[src/rtl/music_defs_pkg.sv]
// Shared definitions for the music datapath: default field widths, sequencer
// state encodings and the end-of-melody marker.
package music_defs;

  localparam int DEF_DUR_W   = 11;
  localparam int DEF_PITCH_W = 8;

  localparam int STATE_W = 3;
  localparam logic [STATE_W-1:0] S_IDLE  = 3'd0;
  localparam logic [STATE_W-1:0] S_FETCH = 3'd1;
  localparam logic [STATE_W-1:0] S_LOAD  = 3'd2;
  localparam logic [STATE_W-1:0] S_ARM   = 3'd3;
  localparam logic [STATE_W-1:0] S_PLAY  = 3'd4;
  localparam logic [STATE_W-1:0] S_GAP   = 3'd5;
  localparam logic [STATE_W-1:0] S_END   = 3'd6;

  // A ROM entry whose duration equals this value terminates the melody.
  localparam int DUR_END = 0;

endpackage

[src/rtl/note_sequencer.sv]
// Melody sequencer: fetches {pitch, duration} entries from a synchronous ROM and
// hands each one to the note delay timer, waiting on its active flag per note.
module note_sequencer
  import music_defs::*;
#(
  parameter int ADDR_W  = 6,
  parameter int DUR_W   = DEF_DUR_W,
  parameter int PITCH_W = DEF_PITCH_W,
  parameter int GAP     = 2,
  parameter int ARM_TO  = 15,
  parameter int LOOP    = 0
) (
  input  logic                     clk,
  input  logic                     rst_n,
  input  logic                     start,
  input  logic                     stop,
  output logic [ADDR_W-1:0]        rom_addr,
  input  logic [PITCH_W+DUR_W-1:0] rom_data,
  output logic [DUR_W-1:0]         dly_dur,
  output logic                     dly_en,
  input  logic                     dly_active,
  output logic [PITCH_W-1:0]       pitch,
  output logic                     note_on,
  output logic                     busy,
  output logic                     done
);

  localparam int CNT_MAX = (GAP > ARM_TO) ? GAP : ARM_TO;
  localparam int CNT_W   = $clog2(CNT_MAX + 1);

  logic [STATE_W-1:0] state;
  logic [CNT_W-1:0]   cnt;
  logic [PITCH_W-1:0] rom_pitch;
  logic [DUR_W-1:0]   rom_dur;
  logic               last_addr;
  logic               cnt_last;

  assign rom_pitch = rom_data[PITCH_W+DUR_W-1 -: PITCH_W];
  assign rom_dur   = rom_data[DUR_W-1:0];
  assign last_addr = &rom_addr;
  assign cnt_last  = (cnt <= CNT_W'(1));

  // Handshake outputs are pure state decodes, so stop/reset drop them on the same edge.
  assign dly_en  = (state == S_ARM) || (state == S_PLAY);
  assign note_on = (state == S_PLAY);
  assign busy    = (state != S_IDLE);

  always_ff @(posedge clk) begin
    if (!rst_n) begin
      state    <= S_IDLE;
      cnt      <= '0;
      rom_addr <= '0;
      dly_dur  <= '0;
      pitch    <= '0;
      done     <= 1'b0;
    end else begin
      done <= 1'b0;
      if (stop && (state != S_IDLE) && (state != S_END)) begin
        state <= S_END;
      end else begin
        case (state)
          S_IDLE: begin
            if (start && !stop) begin
              rom_addr <= '0;
              state    <= S_FETCH;
            end
          end
          S_FETCH: state <= S_LOAD;
          S_LOAD: begin
            dly_dur <= rom_dur;
            pitch   <= rom_pitch;
            if (rom_dur == DUR_W'(DUR_END)) begin
              state <= S_END;
            end else begin
              state <= S_ARM;
              cnt   <= CNT_W'(ARM_TO);
            end
          end
          S_ARM: begin
            // A late dly_active on the final ARM cycle still wins over the timeout.
            if (dly_active) begin
              state <= S_PLAY;
            end else if (cnt_last) begin
              state <= S_GAP;
              cnt   <= CNT_W'(GAP);
            end else begin
              cnt <= cnt - CNT_W'(1);
            end
          end
          S_PLAY: begin
            if (!dly_active) begin
              state <= S_GAP;
              cnt   <= CNT_W'(GAP);
            end
          end
          S_GAP: begin
            if (!cnt_last) begin
              cnt <= cnt - CNT_W'(1);
            end else if (!last_addr) begin
              rom_addr <= rom_addr + ADDR_W'(1);
              state    <= S_FETCH;
            end else if (LOOP != 0) begin
              rom_addr <= '0;
              state    <= S_FETCH;
            end else begin
              state <= S_END;
            end
          end
          S_END: begin
            done     <= 1'b1;
            rom_addr <= '0;
            dly_dur  <= '0;
            pitch    <= '0;
            state    <= S_IDLE;
          end
          default: state <= S_IDLE;
        endcase
      end
    end
  end

endmodule
[config.mk]
export PLATFORM = sky130hd
export DESIGN_NAME = note_sequencer
export DESIGN_NICKNAME = d
export VERILOG_FILES = /design/src/rtl/music_defs_pkg.sv /design/src/rtl/note_sequencer.sv
export SDC_FILE = /design/constraint.sdc
export NUM_CORES = 1
export LEC_CHECK = 0
export ABC_AREA = 0
export ABC_CLOCK_PERIOD_IN_PS = 1800
export BUFFER_PORTS_ARGS = -buffer_cell sky130_fd_sc_hd__buf_4
export CAP_MARGIN = 20
export CELL_PAD_IN_SITES_DETAIL_PLACEMENT = 1
export CELL_PAD_IN_SITES_GLOBAL_PLACEMENT = 1
export CORE_ASPECT_RATIO = 0.6
export CORE_MARGIN = 4
export CORE_UTILIZATION = 34
export DETAILED_ROUTE_END_ITERATION = 6
export PLACE_DENSITY = 0.83
export REMOVE_ABC_BUFFERS = 1
export SLEW_MARGIN = 20
export SYNTH_ARGS = -nofsm -noshare
export SYNTH_HDL_FRONTEND = slang
export SYNTH_SLANG_ARGS = --single-unit
[constraint.sdc]
create_clock -name clk -period 1.8 [get_ports clk]
set_input_delay 0.36 -clock clk [delete_from_list [all_inputs] [get_ports clk]]
set_output_delay 0.36 -clock clk [all_outputs]
set_load 0.1 [all_outputs]
# ---- After elaboration in Yosys (flattened, before gate mapping)
# Cells that the tools add are included.
# W data, S select, Z words.
dict set report totals {
  latch_bits 0
  in_bits 24
  mem_bits_rw 0
  rom_bits 0
  elab_cells 71
  mem_count 0
  reg_bits 33
}
dict set report classes {
  n_mul 0
  mux 22
  shifts 0
  n_addsub 2
  eq_ne 19
  div_mod_pow 0
  reduce_logical 18
  n_lt_le_gt_ge 1
  bitwise_logic 2
}
# op count
set op_table {}
lappend op_table {{$mux W3} 8}
lappend op_table {{$pmux W11 S2} 1}
lappend op_table {{$mux W4} 5}
lappend op_table {{$mux W6} 3}
lappend op_table {{$pmux W3 S6} 1}
lappend op_table {{$pmux W6 S3} 1}
lappend op_table {{$pmux W4 S4} 1}
lappend op_table {{$pmux W8 S2} 1}
lappend op_table {{$ne A2 B2 Y1 const B} 7}
lappend op_table {{$ne A3 B3 Y1 const B} 4}
lappend op_table {{$reduce_and A6 Y1} 2}
lappend op_table {{$logic_not A11 Y1} 1}
lappend op_table {{$eq A3 B3 Y1 const B} 3}
lappend op_table {{$reduce_and A4 Y1} 2}
lappend op_table {{$add A6 B1 Y6 const B} 1}
lappend op_table {{$eq A3 B2 Y1 const B} 2}
lappend op_table {{$reduce_bool A3 Y1} 2}
lappend op_table {{$reduce_and A5 Y1} 1}
lappend op_table {{$le A4 B1 Y1 const B} 1}
lappend op_table {{$ne A4 B3 Y1 const B} 1}
lappend op_table {{$reduce_bool A4 Y1} 1}
lappend op_table {{$sub A4 B1 Y4 const B} 1}
lappend op_table {{$eq A3 B1 Y1 const B} 1}
lappend op_table {{$logic_and A1 B1 Y1} 3}
lappend op_table {{9 further kinds} 10}

# ---- Depth between registers and ports, before layout
dict set report depth {
  ltp_word 5
  mapped_depth 7
}

# ---- Least setup slack after synthesis
# No wires, ideal clock.
dict set report synth_timing {
  kind {register -> register}
  start {register state[1]}
  end {register state[2]}
  required_ns 1.742
  path_slack_ns -2.139
  path_buffers 1
  path_stages_with_launch 7
  arrival_ns 3.881
  cell_sequence {dfxtp_1 > buf_2 > nor3b_1 > or2_2 > a41oi_1 > a21oi_1 > o21a_1}
}
dict set report synth_via {
  word_cells_on_any_way 17
}
# element line_no
set synth_rtl {}
lappend synth_rtl {{start, declared} note_sequencer.sv:31} ;# logic [STATE_W-1:0] state;
lappend synth_rtl {{start signal, assigned} note_sequencer.sv:50} ;# state <= S_IDLE;
lappend synth_rtl {{start signal, assigned} note_sequencer.sv:59} ;# state <= S_END;
lappend synth_rtl {{start signal, assigned} note_sequencer.sv:65} ;# state <= S_FETCH;
lappend synth_rtl {{$eq A3 B3 Y1 *} --}
lappend synth_rtl {{net note_on} note_sequencer.sv:23} ;# output logic note_on,
lappend synth_rtl {{$pmux W3 S6 or $ne A3 B2 Y1 (tied branches)} --}
lappend synth_rtl {{$mux W3 or $reduce_and A4 Y1 (tied branches)} --}
# The timed path passes the listed nets; every way through them passes the cells marked *.
# A chain may end at the register's enable or synchronous reset.

# ---- Worst setup path in the final report
dict set report layout_timing {
  start {register cnt[0]}
  end {register rom_addr[1]}
}
dict set report layout_via {
  elab_chain_len 3
}
# element line_no
set layout_rtl {}
lappend layout_rtl {{start, declared} note_sequencer.sv:32} ;# logic [CNT_W-1:0] cnt;
lappend layout_rtl {{start signal, assigned} note_sequencer.sv:76} ;# cnt <= CNT_W'(ARM_TO);
lappend layout_rtl {{start signal, assigned} note_sequencer.sv:85} ;# cnt <= CNT_W'(GAP);
lappend layout_rtl {{start signal, assigned} note_sequencer.sv:87} ;# cnt <= cnt - CNT_W'(1);
lappend layout_rtl {{$le A4 B1 Y1} note_sequencer.sv:41} ;# assign cnt_last = (cnt <= CNT_W'(1));
lappend layout_rtl {{$ne A2 B2 Y1 (no source line)} --}
lappend layout_rtl {{$reduce_and A5 Y1 (no source line)} --}
lappend layout_rtl {{end signal, assigned} note_sequencer.sv:100} ;# rom_addr <= rom_addr + ADDR_W'(1);
lappend layout_rtl {{end, declared} note_sequencer.sv:17} ;# output logic [ADDR_W-1:0] rom_addr,
# No other way between the ends.

==> metrics.csv <==
metric;value;unit
root_buffer;clkbuf_8;
area_growth;53.8;%
grt_overflow_total;0;
ios;53;
crit_fanout;6;
postCtsHoldBufs;0;
report.final.slew_viol_count;0;
worst_ep_arrival_time;2070;ps
fillerInstances;623;
synthCells;205;
fin_skew;8.99;ps
yosys-top-cells-area;dfxtp_1, a22oi_1, nor2b_1;
worst_slew_pin_slew;388;ps
outcome;complete, but fails checks;
holdPathEnd;pitch[0]$_SDFFE_PN0P_;
die_area;6620;µm²
cts_buffers;5;
antenna_found_initial;0;
critPathRequiredTime;2020;ps
clockBufferDepth;2;
slew_headroom;73.9;%
start_util;35.6;%
power;4.72;mW
fin_crit_sh;103;%
num_rows;20;
cts_sinks;33;
synth-main-ff-cell;dfxtp_1;
vias;1965;
layout-drive-gt1-share;46.9;%
cell_internal_pwr;2.43;mW
cp-start-kind;flop;
antenna_cells;0;
rr_endpoint;rom_addr[1]$_SDFFE_PN0P_;
powerDensity;1690;nW/µm²
ir_worst_vdd;0.740;mV
fin_area;2800;µm²
min_path_cells;3;
core;5100;µm²
whs;349;ps
synthDistinctLibCells;53;
regToRegSetupSlack;-50;ps
hold_violations;0;
syn_area;1820;µm²
grt_pass1_vias;2118;
clk_pin_slew_worst_paths;70;ps
pwr-share-comb;68.8;%
place_ws;-253;ps
violations;setup timing;
synthArstFlopShare;0;%
final_common_cell;buf_4;
clockPowerShare;10.9;%
reg2reg_from;cnt[0]$_SDFFE_PN0P_;
min_period;1850;ps
synth_top_area_cell;dfxtp_1;
cap_violations;0;
fp.dieH;64.6;µm
worstSetupPathType;flop to flop;
synth.top_cell.area_share;36.3;%
syn_avg_cell_area;8.87;µm²
tns;-328;ps
cp-startpoint;cnt[0]$_SDFFE_PN0P_;
grt_pass1_wl;10.6;mm
htree_levels;2;
tritoncts;done;
min_from;rom_data[11];
ff2ff_path_depth;9;
clk_latency;280;ps
rsz0062_at_grt;yes;
drt-total-wl;6.82;mm
power.switching_fraction;48.6;%
yosys_warnings;0;
dpl.hpwl;4.72;mm
port_buffers;52;
final_antenna_net_count;0;
firstDrtPassIters;4;
route.detailed.drc;0;
synth-edff-count;0;
p_leak;1.19;nW
synth.ff_latch_count;33;
mostFrequentLayoutCells;buf_4, dfxtp_1, nor2b_1, a22oi_1, nand2_1;
grt_max_degree;38;
placed_area;2460;µm²
worst_slack;-51.1;ps
wl_per_cell;19.1;µm
die_w;102;µm
max_freq;540;MHz
hold_class;primary input to flop;
drtIter0Drc;97;
power_switching;2.30;mW
routabilityCongestion;0.823;
vias_per_cell;5.49;
setup_viol;9;
yosysSeqAreaShare;36.3;%
nets;322;
end_kind;flop;
grt_usage;20.3;%
seqPwrFrac;20.3;%
==> stage by stage <==
| step | instances | utilization (%) |
|---|---|---|
| floorplan | 194 | - |
| global placement | 339 | 48.2 |
| detailed placement | 339 | 48.2 |
| CTS | 350 | 52.0 |
| global route | 358 | 54.8 |
| finish | 358 | 54.8 |
==> worst max path at each step <==
| stage | to |
|---|---|
| 2_1_floorplan | state[2]$_SDFFE_PN0P_ |
| 3_3_place_gp | cnt[0]$_SDFFE_PN0P_ |
| 3_5_place_dp | cnt[0]$_SDFFE_PN0P_ |
| 4_1_cts | rom_addr[4]$_SDFFE_PN0P_ |
| 5_1_grt | cnt[0]$_SDFFE_PN0P_ |
| 6_report | rom_addr[1]$_SDFFE_PN0P_ |
==> cell families after synthesis <==
| family | count (synthesis) | share of synthesized area (%) |
|---|---|---|
| compound gates | 66 | 27.6 |
| fa+ha+maj | 5 | 3.44 |
| buf+inv | 19 | 5.51 |
| flops | 33 | 36.3 |
| mux | 1 | 0.551 |
| simple gates | 81 | 26.6 |
==> layer usage <==
metal / GRT usage (%) / part of all wire (%)
met1: 24.9 / 44
met2: 35.4 / 49
met5: 0 / 0
met4: 4.91 / 1.7
met3: 5.38 / 4.9
==> critical path: stages (launching register included) <==
cell,delay [ps]
dfxtp_2,360
inv_2,60
ha_4,150
or2_4,250
buf_6,130
and2_4,150
nand4_1,150
buf_4,150
o211a_4,200
mux2i_1,180
==> cell type report <==
cell class	instances	area, µm²	area share, %
inverters	8	30.0	1.07
repair buffers	92	786	28.1
flip-flops and latches	33	671	24.0
well taps	66	82.6	2.95
multi-input cells	153	1150	41.2
clock inverters	1	5.00	0.179
clock buffers	5	68.8	2.46
==> cells in the mapped netlist (3+ instances only) <==
cell type	instances
o21ai_0	9
and3_1	3
ha_1	5
clkbuf_1	4
a21oi_1	8
nor2b_1	21
a31oi_1	5
buf_2	3
nand2_1	18
nor2_1	10
inv_1	7
dfxtp_1	33
nand3_1	5
o221a_2	4
a22oi_1	20
==> sequential cells by signal, summed over array words and instances (netlist names) <==
signal    count
done          1
dly_dur      11
pitch         8
cnt           4
state         3
rom_addr      6
==> power groups by stage <==
stage	Sequential [mW]	Clock, mW	Combinational (mW)
5_1_grt	0.975	0.556	3.44
3_5_place_dp	0.963	0	2.67
3_3_place_gp	0.956	0	2.58
6_report	0.960	0.516	3.25
2_1_floorplan	1.37	0	1.31
4_1_cts	0.950	0.524	2.92
==> what timing repair did <==
action                     in CTS  in global routing
setup endpoints to repair      18                 30
pin swaps                       7                  6
gates cloned                    0                  1
buffers inserted                5                  7
gates resized for setup        24                 14
Power figures use the tool's default switching activity.
